**config.mk**
```make
export PLATFORM = sky130hd
export DESIGN_NAME = bank_queue_mc
export DESIGN_NICKNAME = d
export VERILOG_FILES = /design/src/rtl/bank_queue_pkg.sv /design/src/rtl/bank_queue_mc_div.sv /design/src/rtl/bank_queue_mc.sv
export SDC_FILE = /design/constraint.sdc
export NUM_CORES = 1
export LEC_CHECK = 0
export ABC_AREA = 1
export CAP_MARGIN = 15
export CORE_MARGIN = 5
export CORE_UTILIZATION = 52
export DETAILED_ROUTE_END_ITERATION = 7
export PLACE_DENSITY = 0.72
export SYNTH_ARGS = -nofsm -noshare
export SYNTH_HDL_FRONTEND = slang
export SYNTH_SLANG_ARGS = --single-unit
export TNS_END_PERCENT = 30
```
**constraint.sdc**
```tcl
create_clock -name clock -period 2.4 [get_ports clock]
set_input_delay 0.24 -clock clock [delete_from_list [all_inputs] [get_ports clock]]
set_output_delay 0.24 -clock clock [all_outputs]
set_load 0.05 [all_outputs]
```
**src/rtl/bank_queue_pkg.sv**
```systemverilog
// Shared types and elaboration helpers for the bank queue monitor.
package bank_queue_pkg;

    typedef enum logic [1:0] {IDLE, LOAD, DIV, DONE} wait_state_t;

    function automatic int clog2(input int v);
        int r;
        r = 0;
        while ((1 << r) < v) r++;
        return r;
    endfunction

    // Numerator width for SVC_TIME*(Pcount+Tcount-1).
    function automatic int num_width(input int n, input int svc);
        return n + 1 + clog2(svc + 1);
    endfunction

endpackage

```
**src/rtl/bank_queue_mc_div.sv**
```systemverilog
// Serial restoring divider for the wait estimate: one quotient bit per cycle,
// quotient saturated to W_W bits.
module bank_wait_div
    import bank_queue_pkg::*;
#(
    parameter int NUM_W = 7,
    parameter int DEN_W = 2,
    parameter int W_W   = 6
) (
    input  logic             clock,
    input  logic             reset,
    input  logic             start,
    input  logic [NUM_W-1:0] num,
    input  logic [DEN_W-1:0] den,
    output logic             busy,
    output logic             done,
    output logic [W_W-1:0]   quo
);

    localparam int CNT_W = clog2(NUM_W + 1);
    localparam int EXT_W = (NUM_W > W_W) ? NUM_W : W_W;

    logic [CNT_W-1:0] cnt;
    logic [DEN_W-1:0] rem_p1;
    logic [NUM_W-1:0] quo_p1;
    logic [DEN_W:0]   shl;
    logic             fit;

    function automatic logic [W_W-1:0] sat_quo(input logic [NUM_W-1:0] q);
        logic [EXT_W-1:0] qx;
        qx = EXT_W'(q);
        if (qx > EXT_W'({W_W{1'b1}})) return '1;
        return W_W'(qx);
    endfunction

    assign shl  = {rem_p1, quo_p1[NUM_W-1]};
    assign fit  = (shl >= {1'b0, den});
    assign done = busy && (cnt == CNT_W'(NUM_W - 1));
    assign quo  = sat_quo(quo_p1);

    always_ff @(posedge clock) begin
        if (reset) begin
            busy <= 1'b0;
            cnt  <= '0;
        end else if (start) begin
            busy <= 1'b1;
            cnt  <= '0;
        end else if (busy) begin
            cnt <= cnt + 1'b1;
            if (done) busy <= 1'b0;
        end
    end

    // Stage p1: partial remainder and quotient shift register
    always_ff @(posedge clock) begin
        if (start) begin
            rem_p1 <= '0;
            quo_p1 <= num;
        end else if (busy) begin
            rem_p1 <= fit ? DEN_W'(shl - {1'b0, den}) : shl[DEN_W-1:0];
            quo_p1 <= {quo_p1[NUM_W-2:0], fit};
        end
    end

endmodule

```
**src/rtl/bank_queue_mc.sv**
```systemverilog
// Bank queue monitor: photocell counter with flags and a serial wait estimate.
// Optional photocell debounce filter enabled by defining BANK_QUEUE_DEBOUNCE_EN.
module bank_queue_mc
    import bank_queue_pkg::*;
#(
    parameter int N          = 4,
    parameter int T_W        = 2,
    parameter int SVC_TIME   = 3,
    parameter int W_W        = 6,
    parameter int DEB_CYCLES = 4
) (
    input  logic           clock,
    input  logic           reset,
    input  logic           phcOne,
    input  logic           phcTwo,
    input  logic [T_W-1:0] Tcount,
    output logic [N-1:0]   Pcount,
    output logic [W_W-1:0] Pwait,
    output logic           pwaitValid,
    output logic           emptyFlag,
    output logic           fullFlag,
    output logic           errFlag
);

    localparam int NUM_W = num_width(N, SVC_TIME);

    // Bit 0 is the entry cell, bit 1 the exit cell.
    logic [1:0] sync_p0, sync_p1, lvl, prev_p2, evt_p3;

    always_ff @(posedge clock) begin
        if (reset) begin
            sync_p0 <= 2'b11;
            sync_p1 <= 2'b11;
            prev_p2 <= 2'b11;
            evt_p3  <= 2'b00;
        end else begin
            sync_p0 <= {phcTwo, phcOne};
            sync_p1 <= sync_p0;
            prev_p2 <= lvl;
            evt_p3  <= prev_p2 & ~lvl;
        end
    end

`ifdef BANK_QUEUE_DEBOUNCE_EN
    localparam int DCW = clog2(DEB_CYCLES + 1);
    logic [1:0]     filt;
    logic [DCW-1:0] dcnt [2];

    always_ff @(posedge clock) begin
        if (reset) begin
            filt    <= 2'b11;
            dcnt[0] <= '0;
            dcnt[1] <= '0;
        end else begin
            for (int i = 0; i < 2; i++) begin
                if (sync_p1[i] != filt[i]) begin
                    if (dcnt[i] == DCW'(DEB_CYCLES - 1)) begin
                        filt[i] <= sync_p1[i];
                        dcnt[i] <= '0;
                    end else begin
                        dcnt[i] <= dcnt[i] + 1'b1;
                    end
                end else begin
                    dcnt[i] <= '0;
                end
            end
        end
    end

    assign lvl = filt;
`else
    assign lvl = sync_p1;
`endif

    assign emptyFlag = (Pcount == '0);
    assign fullFlag  = &Pcount;

    // Simultaneous entry and exit cancel, even at the limits.
    always_ff @(posedge clock) begin
        if (reset) begin
            Pcount  <= '0;
            errFlag <= 1'b0;
        end else begin
            case (evt_p3)
                2'b01: if (fullFlag)  errFlag <= 1'b1; else Pcount <= Pcount + 1'b1;
                2'b10: if (emptyFlag) errFlag <= 1'b1; else Pcount <= Pcount - 1'b1;
                default: ;
            endcase
        end
    end

    wait_state_t      state;
    logic [N-1:0]     cap_p;
    logic [T_W-1:0]   cap_t;
    logic             sp_zero, sp_max, same_ops;
    logic [N:0]       opsum;
    logic [NUM_W-1:0] num;
    logic             div_busy, div_done;
    logic [W_W-1:0]   div_q;

    assign same_ops = (Pcount == cap_p) && (Tcount == cap_t);
    assign opsum    = {1'b0, Pcount} + {{(N + 1 - T_W){1'b0}}, Tcount} - (N + 1)'(1);
    assign num      = NUM_W'(opsum) * NUM_W'(SVC_TIME);

    bank_wait_div #(.NUM_W(NUM_W), .DEN_W(T_W), .W_W(W_W)) u_div (
        .clock (clock),
        .reset (reset),
        .start (state == LOAD),
        .num   (num),
        .den   (cap_t),
        .busy  (div_busy),
        .done  (div_done),
        .quo   (div_q)
    );

    always_ff @(posedge clock) begin
        if (reset) begin
            state      <= IDLE;
            cap_p      <= '0;
            cap_t      <= Tcount;
            sp_zero    <= 1'b1;
            sp_max     <= 1'b0;
            Pwait      <= '0;
            pwaitValid <= 1'b1;
        end else begin
            unique case (state)
                IDLE: if (!same_ops) begin
                    state      <= LOAD;
                    pwaitValid <= 1'b0;
                end
                LOAD: begin
                    cap_p   <= Pcount;
                    cap_t   <= Tcount;
                    sp_zero <= (Pcount == '0);
                    sp_max  <= (Tcount == '0);
                    state   <= DIV;
                end
                DIV: if (div_done || !div_busy) state <= DONE;
                DONE: begin
                    // A stale quotient is dropped and the pass restarts.
                    if (same_ops) begin
                        Pwait      <= sp_zero ? '0 : (sp_max ? '1 : div_q);
                        pwaitValid <= 1'b1;
                        state      <= IDLE;
                    end else begin
                        state <= LOAD;
                    end
                end
            endcase
        end
    end

endmodule
```
==> impl_metrics.tcl <==
set metrics [dict create \
    drive_gt1_frac 0.210 \
    cp_slowest_cell "fa_2" \
    rsz0062_at_grt "yes" \
    wl_per_cell_um 13.0 \
    ys_ff_latch 43 \
    grt_max_degree 16 \
    fin_skew_ns 0.00568 \
    hold_viol 0 \
    hp-start "Tcount[0]" \
    yosysWarnings 0 \
    clock-sinks 43 \
    gp_congestion 0.826 \
    violations "negative setup slack" \
    syn_avg_cell_area_um2 8.19 \
    leakagePower_nw 1.30 \
    netlist_top_cells_area "dfxtp_1, ha_1, edfxtp_1, nand2_1, inv_1" \
    slew_headroom 0.657 \
    r2r_cells 12 \
    synth-async-reset-ratio 0 \
    track_usage 0.179 \
    yosysSeqAreaShare 0.407 \
    outcome "finished with violations" \
    synth-edff-count 9 \
    worstPathMaxFanout 3 \
    hpwl_um 3770 \
    path_clk_slew_ns 0.08 \
    fp.coreArea_mm2 0.00435 \
    cap_violations 0 \
    power_density_mw_per_mm2 896 \
    avgViaCountPerCell 5.14 \
    htree_num_levels 2 \
    final.fill_count 376 \
    cp_slowest_stage_delay_ns 0.55 \
    setup_viol 1 \
    syn_area_mm2 0.00233 \
    placementRows 24 \
    worst-slew-pin-transition_ns 0.513 \
    root_buffer "clkbuf_8" \
    startpoint_type "flop" \
    path_buf_inv 5 \
    p_total_mw 2.58 \
    multi_input_area_mm2 0.00128 \
    post-route-period-util 1.01 \
    grt_antenna_before_repair 0 \
    die_x_um 77.0 \
    io_buffers 19 \
    drc 0 \
    cts_tree "built" \
    ios 20 \
    antenna_left 0 \
    worstPathArrival_ns 2.48 \
    path_cells "inv_4 -> ha_4 -> inv_4 -> ha_4 -> inv_2 -> fa_2 -> inv_4 -> fa_2 -> inv_2 -> nor3_4 -> o21ai_1 -> nand3_1" \
    worst_slack_ns -0.0338 \
    via_count 1931 \
    grt_pass1_vias 1949 \
    synth_cell_types 27 \
    grt-ovfl-total 0 \
    yosys_most_used_dff "dfxtp_1" \
    start_util 0.536 \
    synth_largest_area_cell "dfxtp_1" \
    cts_buffer_depth 2 \
    syn-num-nets 317 \
    critPathTopFamily "adder cells" \
    clk_latency_ns 0.30 \
    critPathLaunch "Pcount[1]" \
    ff2ff_setup_slack_ns -0.03 \
    post-route-min-period_ns 2.43 \
    syn2layout_area_growth_pct 23.4 \
    drt_first_pass_iters 4 \
    drtIter0Drc 62 \
    cp_data_required_time_ns 2.45 \
    antenna-diode-count 0 \
    critPathKind "flop to flop" \
    cts_buffers 5 \
    irDropWorstVdd_mv 0.637 \
    crit-reg2reg-launch "Pcount[1]" \
    final_util 0.662 \
    dieArea_mm2 0.00593 \
    min_to "cap_t[0]" \
    hold_depth 1 \
    die_y_um 77.0 \
    min-delay-path-class "input pin to flop" \
    seq_area_um2 961 \
    slew_violations 0 \
    timing.rr.end "u_div.quo_p1[5]" \
    synth_top_area_share 0.292 \
    fin_nets 355 \
    syn_inst 285 \
    fmax_ghz 0.411 \
    wirelength_um 4880 \
    cp-end-kind "flop" \
    path_common_cell "inv_4" \
    grt_pass1_wl_um 8600 \
]
==> cell usage after synthesis, types with 2 or more instances <==
cell      count
a21oi_1      22
nand4_1       2
inv_2         2
or2_2         7
dfxtp_1      34
a211oi_2      4
nor2_2        2
edfxtp_1      9
fa_1          3
inv_1        41
xor2_1        4
ha_1         23
clkbuf_1      4
xnor2_1       4
o21ai_0      28
nand2_1      57
a211oi_1      2
nand2_2       2
nor2_1       20
nand3_1       8
==> cell families after synthesis <==
logic type      Yosys count  share of synthesized area
flops                    43                      0.407
fa+ha+maj                26                      0.149
buf+inv                  48                     0.0820
xor+xnor                  8                     0.0300
simple gates            102                      0.190
compound gates           58                      0.142
==> flip-flops by register name (all words and copies together) (netlist names), 2 cells and up <==
register and cells:
u_div.cnt 3, Pcount 4, state 2, Pwait 6, evt_p3 2, sync_p0 2
prev_p2 2, u_div.rem_p1 2, lvl 2, u_div.quo_p1 7, cap_p 4, cap_t 2
==> cell usage in the layout, fill, tap and decap left out, drive strengths merged <==
master | Yosys | routed
nor3 | 1 | 1
xor2 | 4 | 4
dfxtp | 34 | 34
ha | 23 | 23
a211oi | 6 | 6
clkbuf | 4 | 5
a21oi | 22 | 22
or2 | 7 | 7
nand4 | 2 | 2
and2 | 1 | 1
inv | 43 | 46
fa | 3 | 3
clkdlybuf4s50 | 0 | 17
dlygate4sd2 | 0 | 2
o211ai | 1 | 1
o2111ai | 1 | 1
nand3 | 9 | 9
o21ai | 28 | 28
buf | 1 | 17
edfxtp | 9 | 9
xnor2 | 4 | 4
nand2 | 59 | 59
nor2 | 23 | 23
==> worst max-delay path by stage <==
stage / end / slack [ns] / cells after the start
after floorplan: u_div.quo_p1[4] / -0.09 / 14
after global placement: u_div.quo_p1[4] / -0.44 / 15
after detailed placement: u_div.quo_p1[5] / -0.54 / 14
after CTS: u_div.quo_p1[5] / -0.02 / 12
after global routing: u_div.quo_p1[5] / -0.08 / 12
final: u_div.quo_p1[5] / -0.03 / 12
==> area by class of cell <==
class | instances | area share
clock inverter | 3 | 0.00738
sequential | 43 | 0.333
multi-input combinational | 194 | 0.444
clock buffer | 5 | 0.0239
timing repair buffer | 36 | 0.109
inverter | 43 | 0.0595
tap | 52 | 0.0226
==> per-stage QoR <==
| stage | instance area, µm² | instances | worst slack, ns | hold WS, ns | TNS, ns |
|---|---|---|---|---|---|
| 6_report | 2880 | 376 | -0.0338 | 0.292 | -0.0338 |
| 5_1_grt | 2880 | 376 | -0.0796 | 0.296 | -0.132 |
| 4_1_cts | 2840 | 375 | -0.0198 | 0.291 | -0.0225 |
| 3_5_place_dp | 2730 | 366 | -0.541 | 0.395 | -2.18 |
| 3_3_place_gp | 2730 | 366 | -0.443 | 0.392 | -1.79 |
| 2_1_floorplan | 2390 | 285 | -0.0887 | 0.339 | -0.171 |
==> what timing repair did <==
item | CTS | global route
pin swaps | 9 | 6
setup endpoints to repair | 5 | 3
gates cloned | 0 | 0
setup buffers | 1 | 1
resized for setup | 10 | 9
hold buffers | 0 | 0
==> where the power goes <==
group          total, mW  internal (mW)  switching (mW)  leakage [nW]
Clock              0.480          0.210           0.270        0.0494
Combinational       1.04          0.385           0.651         0.878
Sequential          1.06          0.957           0.108         0.369
==> routing by layer <==
layer / global-route usage / part of all wire
met1: 0.200 / 0.42
met5: 0 / 0
met3: 0.0363 / 0.033
met2: 0.329 / 0.54
met4: 0.0670 / 0.012
Power figures use the tool's default switching activity.
